## src/rtl/imem_loader.sv

```systemverilog
// Boot-time instruction-memory loader: parses a length-prefixed 24-bit word stream,
// writes words from address 0 and releases the core from reset once the XOR checksum matches.
//
// state   | meaning
// --------+---------------------------------------------------------------
// S_IDLE  | waiting for start after reset; core held in reset
// S_LEN_HI| expecting length high byte
// S_LEN_LO| expecting length low byte; length checked against memory size
// S_DATA  | collecting 3-byte big-endian words and writing them
// S_CSUM  | expecting checksum byte
// S_DONE  | load verified; core released from reset
// S_ERROR | load aborted (oversize or checksum mismatch); core held in reset
module imem_loader #(
    parameter int ADDR_W = 8
) (
    input  logic              clk,
    input  logic              reset,
    input  logic              start,
    input  logic              in_valid,
    input  logic [7:0]        in_data,
    output logic              in_ready,
    output logic              imem_we,
    output logic [ADDR_W-1:0] imem_addr,
    output logic [23:0]       imem_wdata,
    output logic              core_reset,
    output logic              busy,
    output logic              done,
    output logic              error,
    output logic [15:0]       word_count
);

    typedef enum logic [2:0] {
        S_IDLE,
        S_LEN_HI,
        S_LEN_LO,
        S_DATA,
        S_CSUM,
        S_DONE,
        S_ERROR
    } state_t;

    localparam logic [32:0] MAX_N = 33'(1) << ADDR_W;

    state_t      state;
    state_t      state_next;

    logic [15:0] n_len;
    logic [1:0]  byte_idx;
    logic [7:0]  byte0;
    logic [7:0]  byte1;
    logic [7:0]  csum;

    logic        accept;
    logic        start_ok;
    logic [15:0] len_full;
    logic        oversize;
    logic        last_word;

    assign accept    = in_valid && in_ready;
    assign start_ok  = start && ((state == S_IDLE) || (state == S_DONE) || (state == S_ERROR));
    assign len_full  = {n_len[15:8], in_data};
    assign oversize  = 33'(len_full) > MAX_N;
    assign last_word = (word_count + 16'd1) == n_len;

    // Status outputs are pure decodes of the registered state.
    always_comb begin
        in_ready   = 1'b0;
        busy       = 1'b0;
        done       = 1'b0;
        error      = 1'b0;
        core_reset = 1'b1;
        case (state)
            S_LEN_HI, S_LEN_LO, S_DATA, S_CSUM: begin
                in_ready = 1'b1;
                busy     = 1'b1;
            end
            S_DONE: begin
                done       = 1'b1;
                core_reset = 1'b0;
            end
            S_ERROR: begin
                error = 1'b1;
            end
            default: begin
                in_ready = 1'b0;
            end
        endcase
    end

    always_ff @(posedge clk) begin
        if (reset) begin
            state <= S_IDLE;
        end else begin
            state <= state_next;
        end
    end

    always_comb begin
        state_next = state;
        case (state)
            S_IDLE: begin
                if (start) begin
                    state_next = S_LEN_HI;
                end
            end
            S_LEN_HI: begin
                if (accept) begin
                    state_next = S_LEN_LO;
                end
            end
            S_LEN_LO: begin
                if (accept) begin
                    if (oversize) begin
                        state_next = S_ERROR;
                    end else if (len_full == 16'd0) begin
                        state_next = S_CSUM;
                    end else begin
                        state_next = S_DATA;
                    end
                end
            end
            S_DATA: begin
                if (accept && (byte_idx == 2'd2) && last_word) begin
                    state_next = S_CSUM;
                end
            end
            S_CSUM: begin
                if (accept) begin
                    state_next = (in_data == csum) ? S_DONE : S_ERROR;
                end
            end
            S_DONE, S_ERROR: begin
                if (start) begin
                    state_next = S_LEN_HI;
                end
            end
            default: begin
                state_next = S_IDLE;
            end
        endcase
    end

    always_ff @(posedge clk) begin
        if (reset) begin
            n_len      <= 16'd0;
            byte_idx   <= 2'd0;
            byte0      <= 8'd0;
            byte1      <= 8'd0;
            csum       <= 8'd0;
            word_count <= 16'd0;
            imem_we    <= 1'b0;
            imem_addr  <= '0;
            imem_wdata <= 24'd0;
        end else begin
            imem_we <= 1'b0;
            if (start_ok) begin
                n_len      <= 16'd0;
                byte_idx   <= 2'd0;
                csum       <= 8'd0;
                word_count <= 16'd0;
            end else if (accept) begin
                case (state)
                    S_LEN_HI: begin
                        n_len[15:8] <= in_data;
                        csum        <= csum ^ in_data;
                    end
                    S_LEN_LO: begin
                        n_len[7:0] <= in_data;
                        csum       <= csum ^ in_data;
                    end
                    S_DATA: begin
                        csum <= csum ^ in_data;
                        case (byte_idx)
                            2'd0: begin
                                byte0    <= in_data;
                                byte_idx <= 2'd1;
                            end
                            2'd1: begin
                                byte1    <= in_data;
                                byte_idx <= 2'd2;
                            end
                            default: begin
                                // Third byte completes the word; strobe it next cycle.
                                imem_we    <= 1'b1;
                                imem_addr  <= word_count[ADDR_W-1:0];
                                imem_wdata <= {byte0, byte1, in_data};
                                word_count <= word_count + 16'd1;
                                byte_idx   <= 2'd0;
                            end
                        endcase
                    end
                    default: begin
                        csum <= csum;
                    end
                endcase
            end
        end
    end

endmodule

```

## config.mk

```make
export PLATFORM = sky130hd
export DESIGN_NAME = imem_loader
export DESIGN_NICKNAME = d
export VERILOG_FILES = /design/src/rtl/imem_loader.sv
export SDC_FILE = /design/constraint.sdc
export NUM_CORES = 1
export LEC_CHECK = 0
export ABC_AREA = 1
export CORE_UTILIZATION = 49
export CTS_BUF_LIST = sky130_fd_sc_hd__clkbuf_16
export CTS_CLUSTER_DIAMETER = 30
export DETAILED_ROUTE_END_ITERATION = 6
export GPL_ROUTABILITY_DRIVEN = 0
export GPL_TIMING_DRIVEN = 0
export PLACE_DENSITY = 0.88
export SETUP_SLACK_MARGIN = 0.1
export SYNTH_ARGS = -nofsm -noshare
export SYNTH_HDL_FRONTEND = slang
export SYNTH_SLANG_ARGS = --single-unit
```

## constraint.sdc

```tcl
create_clock -name clk -period 1.68 [get_ports clk]
set_clock_uncertainty 0.05 [all_clocks]
set_input_delay 0.504 -clock clk [delete_from_list [all_inputs] [get_ports clk]]
set_output_delay 0.504 -clock clk [all_outputs]
set_load 0.05 [all_outputs]
```

# Word-level counts from Yosys, hierarchy flattened
# Cells that the tools add are included.
# W data, S select, Z words.
[word_totals] out_inout_bits=54 reg_bits=94 in_bits=12 elab_cells=72
[op_classes] add_sub_neg=1 reduce_logical=24 bitwise=5 magnitude_cmp=1 eq_ne=15 mux=15
[ops] op="$mux W3" count=7
[ops] op="$add A16 B1 Y16 const B" count=1
[ops] op="$eq A16 B16 Y1" count=1
[ops] op="$gt A16 B9 Y1 const B" count=1
[ops] op="$logic_not A16 Y1" count=1
[ops] op="$pmux W3 S5" count=1
[ops] op="$reduce_and A4 Y1" count=3
[ops] op="$eq A3 B3 Y1 const B" count=3
[ops] op="$eq A8 B8 Y1" count=1
[ops] op="$ne A2 B2 Y1 const B" count=4
[ops] op="$reduce_and A2 Y1" count=4
[ops] op="$reduce_or A4 Y1" count=2
[ops] op="$xor A8 B8 Y8" count=1
[ops] op="$eq A3 B2 Y1 const B" count=2
[ops] op="$reduce_or A3 Y1" count=2
[ops] op="$mux W1" count=5
[ops] op="$reduce_and A5 Y1" count=1
[ops] op="$logic_and A1 B1 Y1" count=4
[ops] op="$not A1 Y1" count=4
[ops] op="$pmux W2 S2" count=1
[ops] op="$reduce_or A2 Y1" count=2
[ops] op="$eq A3 B1 Y1 const B" count=1
[ops] op="$logic_not A3 Y1" count=1
[ops] op="$reduce_and A3 Y1" count=1
[ops] op="other kinds (6)" count=7

# Longest topological paths before layout
[depth] ltp_word=8 depth_mapped=15 depth_no_buf=15

# Worst setup path before layout
# Ideal clock, no wire load.
[synth_path] path_type="register to register" start="register word_count[0]" end="register state[1]" required_ns=1.515 arrival_ns=2.129 path_stages_with_launch=15 setup_ns=0.115 path_slack_ns=-0.614 n_path_buf=0 period_less_slack_ns=2.294 path_cell_list="dfxtp_1 -> ha_1 -> nand2_1 -> nor2_4 -> nand2_1 -> nand3b_1 -> nand2_1 -> nor2_1 -> nand2_1 -> nor2_1 -> nand3_1 -> nand2_2 -> nand3_1 -> nand2_1 -> nor2_1"
[synth_via] elab_chain_len=5
[synth_lines] element="start, declared" line_no="29" rtl="output logic [15:0] word_count"
[synth_lines] element="start signal, assigned" line_no="187" rtl="word_count <= word_count + 16'd1;"
[synth_lines] element="$add A16 B1 Y16" line_no="63" rtl="assign last_word = (word_count + 16'd1) == n_len;"
[synth_lines] element="$eq A16 B16 Y1" line_no="63"
[synth_lines] element="$logic_and A1 B1 Y1" line_no="123" rtl="if (accept && (byte_idx == 2'd2) && last_word) begin"
[synth_lines] element="$ne A2 B2 Y1 (no source line)"
[synth_lines] element="$reduce_and A5 Y1 (no source line)"
[synth_lines] element="end signal, assigned" line_no="94" rtl="state <= state_next;"
[synth_lines] element="end, declared" line_no="44" rtl="state_t state;"
# Every way passes these cells.
# A chain may end at the register's enable or synchronous reset.

# Final worst setup path
[layout_path] start="input port in_data[0]" end="register state[0]"
[layout_via] elab_chain_len=5 elab_cells_between_ends=9 classes_between="1 x order compare; 1 x eq/ne; 6 x mux; 1 x reduce/logical"
[layout_lines] element="start, declared" line_no="20" rtl="input logic [7:0] in_data,"
[layout_lines] element="parallel branches: the longest is 4 deep, another holds $gt A16 B9 Y1"
[layout_lines] element="$pmux W3 S5 *" line_no="100" rtl="case (state)"
# Every way passes the cells marked *. The select of a mux whose other input is x is not followed.

==> impl_metrics.toml <==
[outcome]
status = "finished with violations"
violations = "negative setup slack"

[cells_and_area]
fin_nets = 727
nFillCells = 612
regArea_sq_um = 1930
insertedDiodeCount = 0
area_growth_pct = 38.9
drive_above_1_share = 0.342
final_core_util = 0.698
multi_input_comb_area_sq_um = 2480

[global_route]
grt_max_degree = 20
grt_antenna_before_repair = 0
grtUsageTotal = 0.318
grt_first_pass_wirelength_mm = 22.3
first_global_vias = 4612
grt_overflow = 0

[floorplan]
die_y_um = 96.3
initial_core_util = 0.503
io_pins = 66
fp.dieArea_sq_um = 9280
rows = 34
core_area_sq_um = 8680
die_w_um = 96.3

[detailed_routing]
routed_via_density = 6.29
antenna_left = 0
drc = 0
wl_per_cell_um = 19.2
drt_iter0_markers = 549
firstDrtPassIters = 6
vias = 5198
finalWirelength_mm = 15.8

[sta]
slew_headroom = 0.672
finalCritPeriodShare = 1.30
fmax_ghz = 0.457
rsz0062_at_grt = "true"
fin_hold_ws_ps = 426
layout_setup_ws_ps = -509
final_hold_viol_count = 0
drv_slew = 0
max_slew.worst_pin.slew_ps = 492
period_needed_ps = 2190
tns_ps = -12880
setup_violations = 69

[place]
port_buffers = 64
dp_hpwl_mm = 9.04

[cts]
root_buffer = "clkbuf_16"
numCtsBuffers = 9
cts_buffer_depth = 2
insertion_delay_ps = 350
h-tree-depth = 3
clk_pin_slew_ps = 70
tritoncts = "done"
cts.sinks = 94
hold_buffers = 0

[synthesis]
yosysWarnings = 0
yosysSeqAreaShare = 0.431
yosys-top-cells-count = "nand2_1, dfxtp_1, a21oi_1"
synth_nets = 626
synth_top_area_frac = 0.431
ys_types = 34
yosysMostFrequentCell = "nand2_1"
synth_area_sq_um = 4360
synthArstFlopShare = 0
syn_avg_cell_area_sq_um = 7.12
synth-seq-cells = 94
yosys.area.top_type = "dfxtp_1"
synth_ff_type = "dfxtp_1"
synth-edff-count = 0
syn_inst = 613
synth_area_leaders = "dfxtp_1, nand2_1, a21oi_1"

[power_and_ir_drop]
p_comb_frac = 0.290
power_leakage_nw = 2.60
power_frac_seq = 0.386
netSwitchingPower_mw = 2.31
power_mw = 6.40
netSwitchingFraction = 0.362
internal_power_mw = 4.09
clockPowerShare = 0.324
power.density_nw_per_um2 = 1060
ir_worst_vdd_mv = 1.11

[setup_path]
crit_type = "input pin to register"
required_ps = 1880
cp-start-kind = "input pin"
end_kind = "register"
reg2reg_depth = 14
arrival_ps = 2390
crit_path_max_fanout = 4

[job]
max-cap-violations = 0

[worst_hold_path]
hp-class = "register to register"
whs_path_depth = 2
[logic make-up after synthesis]
logic type,count (synthesis),share of synthesized area
adder cells (fa/ha/maj),1,0.00287
buffers and inverters,89,0.0826
XOR/XNOR,15,0.0370
AND/OR/NAND/NOR,275,0.281
AO/OA/AOI/OAI,139,0.165
flip-flops,94,0.431
[final cells by class]
cell class | instances | share of cell area
multi-input combinational | 431 | 0.410
sequential | 94 | 0.318
timing repair buffer | 89 | 0.111
buffer | 30 | 0.0496
inverter | 59 | 0.0399
clock buffer | 9 | 0.0372
tap | 108 | 0.0223
clock inverter | 7 | 0.0124
[worst max-delay path, stage by stage]
cell and delay (ps):
clkdlybuf4s50_1 650, inv_2 130, nand3_1 120, nor2_1 70, inv_1 60, nor3_1 40, o21ai_0 260, nor3_1 100
a21oi_1 220, nand3_2 120, nand2_2 80, inv_2 30
[power groups by stage]
stage / Sequential, mW / Combinational (mW) / Clock [mW]
2_1_floorplan: 2.44 / 0.932 / 0
3_3_place_gp: 2.45 / 1.21 / 0
6_report: 2.47 / 1.86 / 2.07
5_1_grt: 2.48 / 1.96 / 2.17
4_1_cts: 2.44 / 1.47 / 2.04
3_5_place_dp: 2.46 / 1.26 / 0
[worst paths after layout]
| path | start | end | slack, ps |
|---|---|---|---|
| setup / recovery | in_data[0] | state[0]$_SDFFE_PP0P_ | -510 |
| hold / removal | csum[2]$_SDFFE_PP0P_ | csum[2]$_SDFFE_PP0P_ | 430 |
| setup reg to reg | word_count[1]$_SDFFE_PP0P_ | state[1]$_SDFFE_PP0P_ | -490 |
| hold reg to reg | csum[2]$_SDFFE_PP0P_ | csum[2]$_SDFFE_PP0P_ | 430 |
[what timing repair did]
item | CTS | global route
gates cloned | 3 | 0
resized for setup | 351 | 115
pin swaps | 16 | 16
setup endpoints to repair | 148 | 110
setup buffers | 11 | 13
[through the flow]
step	cells	instance area (sq um)	setup slack [ps]
6_report	827	6060	-509
5_1_grt	827	6060	-571
4_1_cts	815	5660	-274
3_5_place_dp	785	5270	-638
3_3_place_gp	785	5270	-605
2_1_floorplan	613	4490	-148
[cells in the final DEF (no fill, tap or decap), drive strengths merged]
cell type,n
nand2,111
dfxtp,94
buf,93
nor2,75
a21oi,70
nand3,68
inv,63
o21ai,59
clkbuf,25
xor2,13
nand4,10
clkdlybuf4s50,9
nor3,6
a31oi,5
o211ai,2
xor3,2
nand3b,2
nor4,2
clkinv,2
a211oi,1
nor3b,1
o21bai,1
or2,1
o31ai,1
ha,1
clkinvlp,1
dlymetal6s2s,1
[registers in the layout, summed over array words and instances (netlist names), 2 cells and up]
name	count
imem_addr	8
byte_idx	2
state	3
imem_wdata	24
n_len	16
word_count	16
byte0	8
byte1	8
csum	8
[metal layers]
layer | vias to the layer above | GRT usage | wire [um]
li1 | 2250 | - | -
met1 | 2375 | 0.392 | 5650
met2 | 448 | 0.505 | 7620
met5 | - | 0 | 0
met4 | 0 | 0.191 | 1010
met3 | 125 | 0.0703 | 1570
No activity file was read; power rests on OpenSTA's default activity.
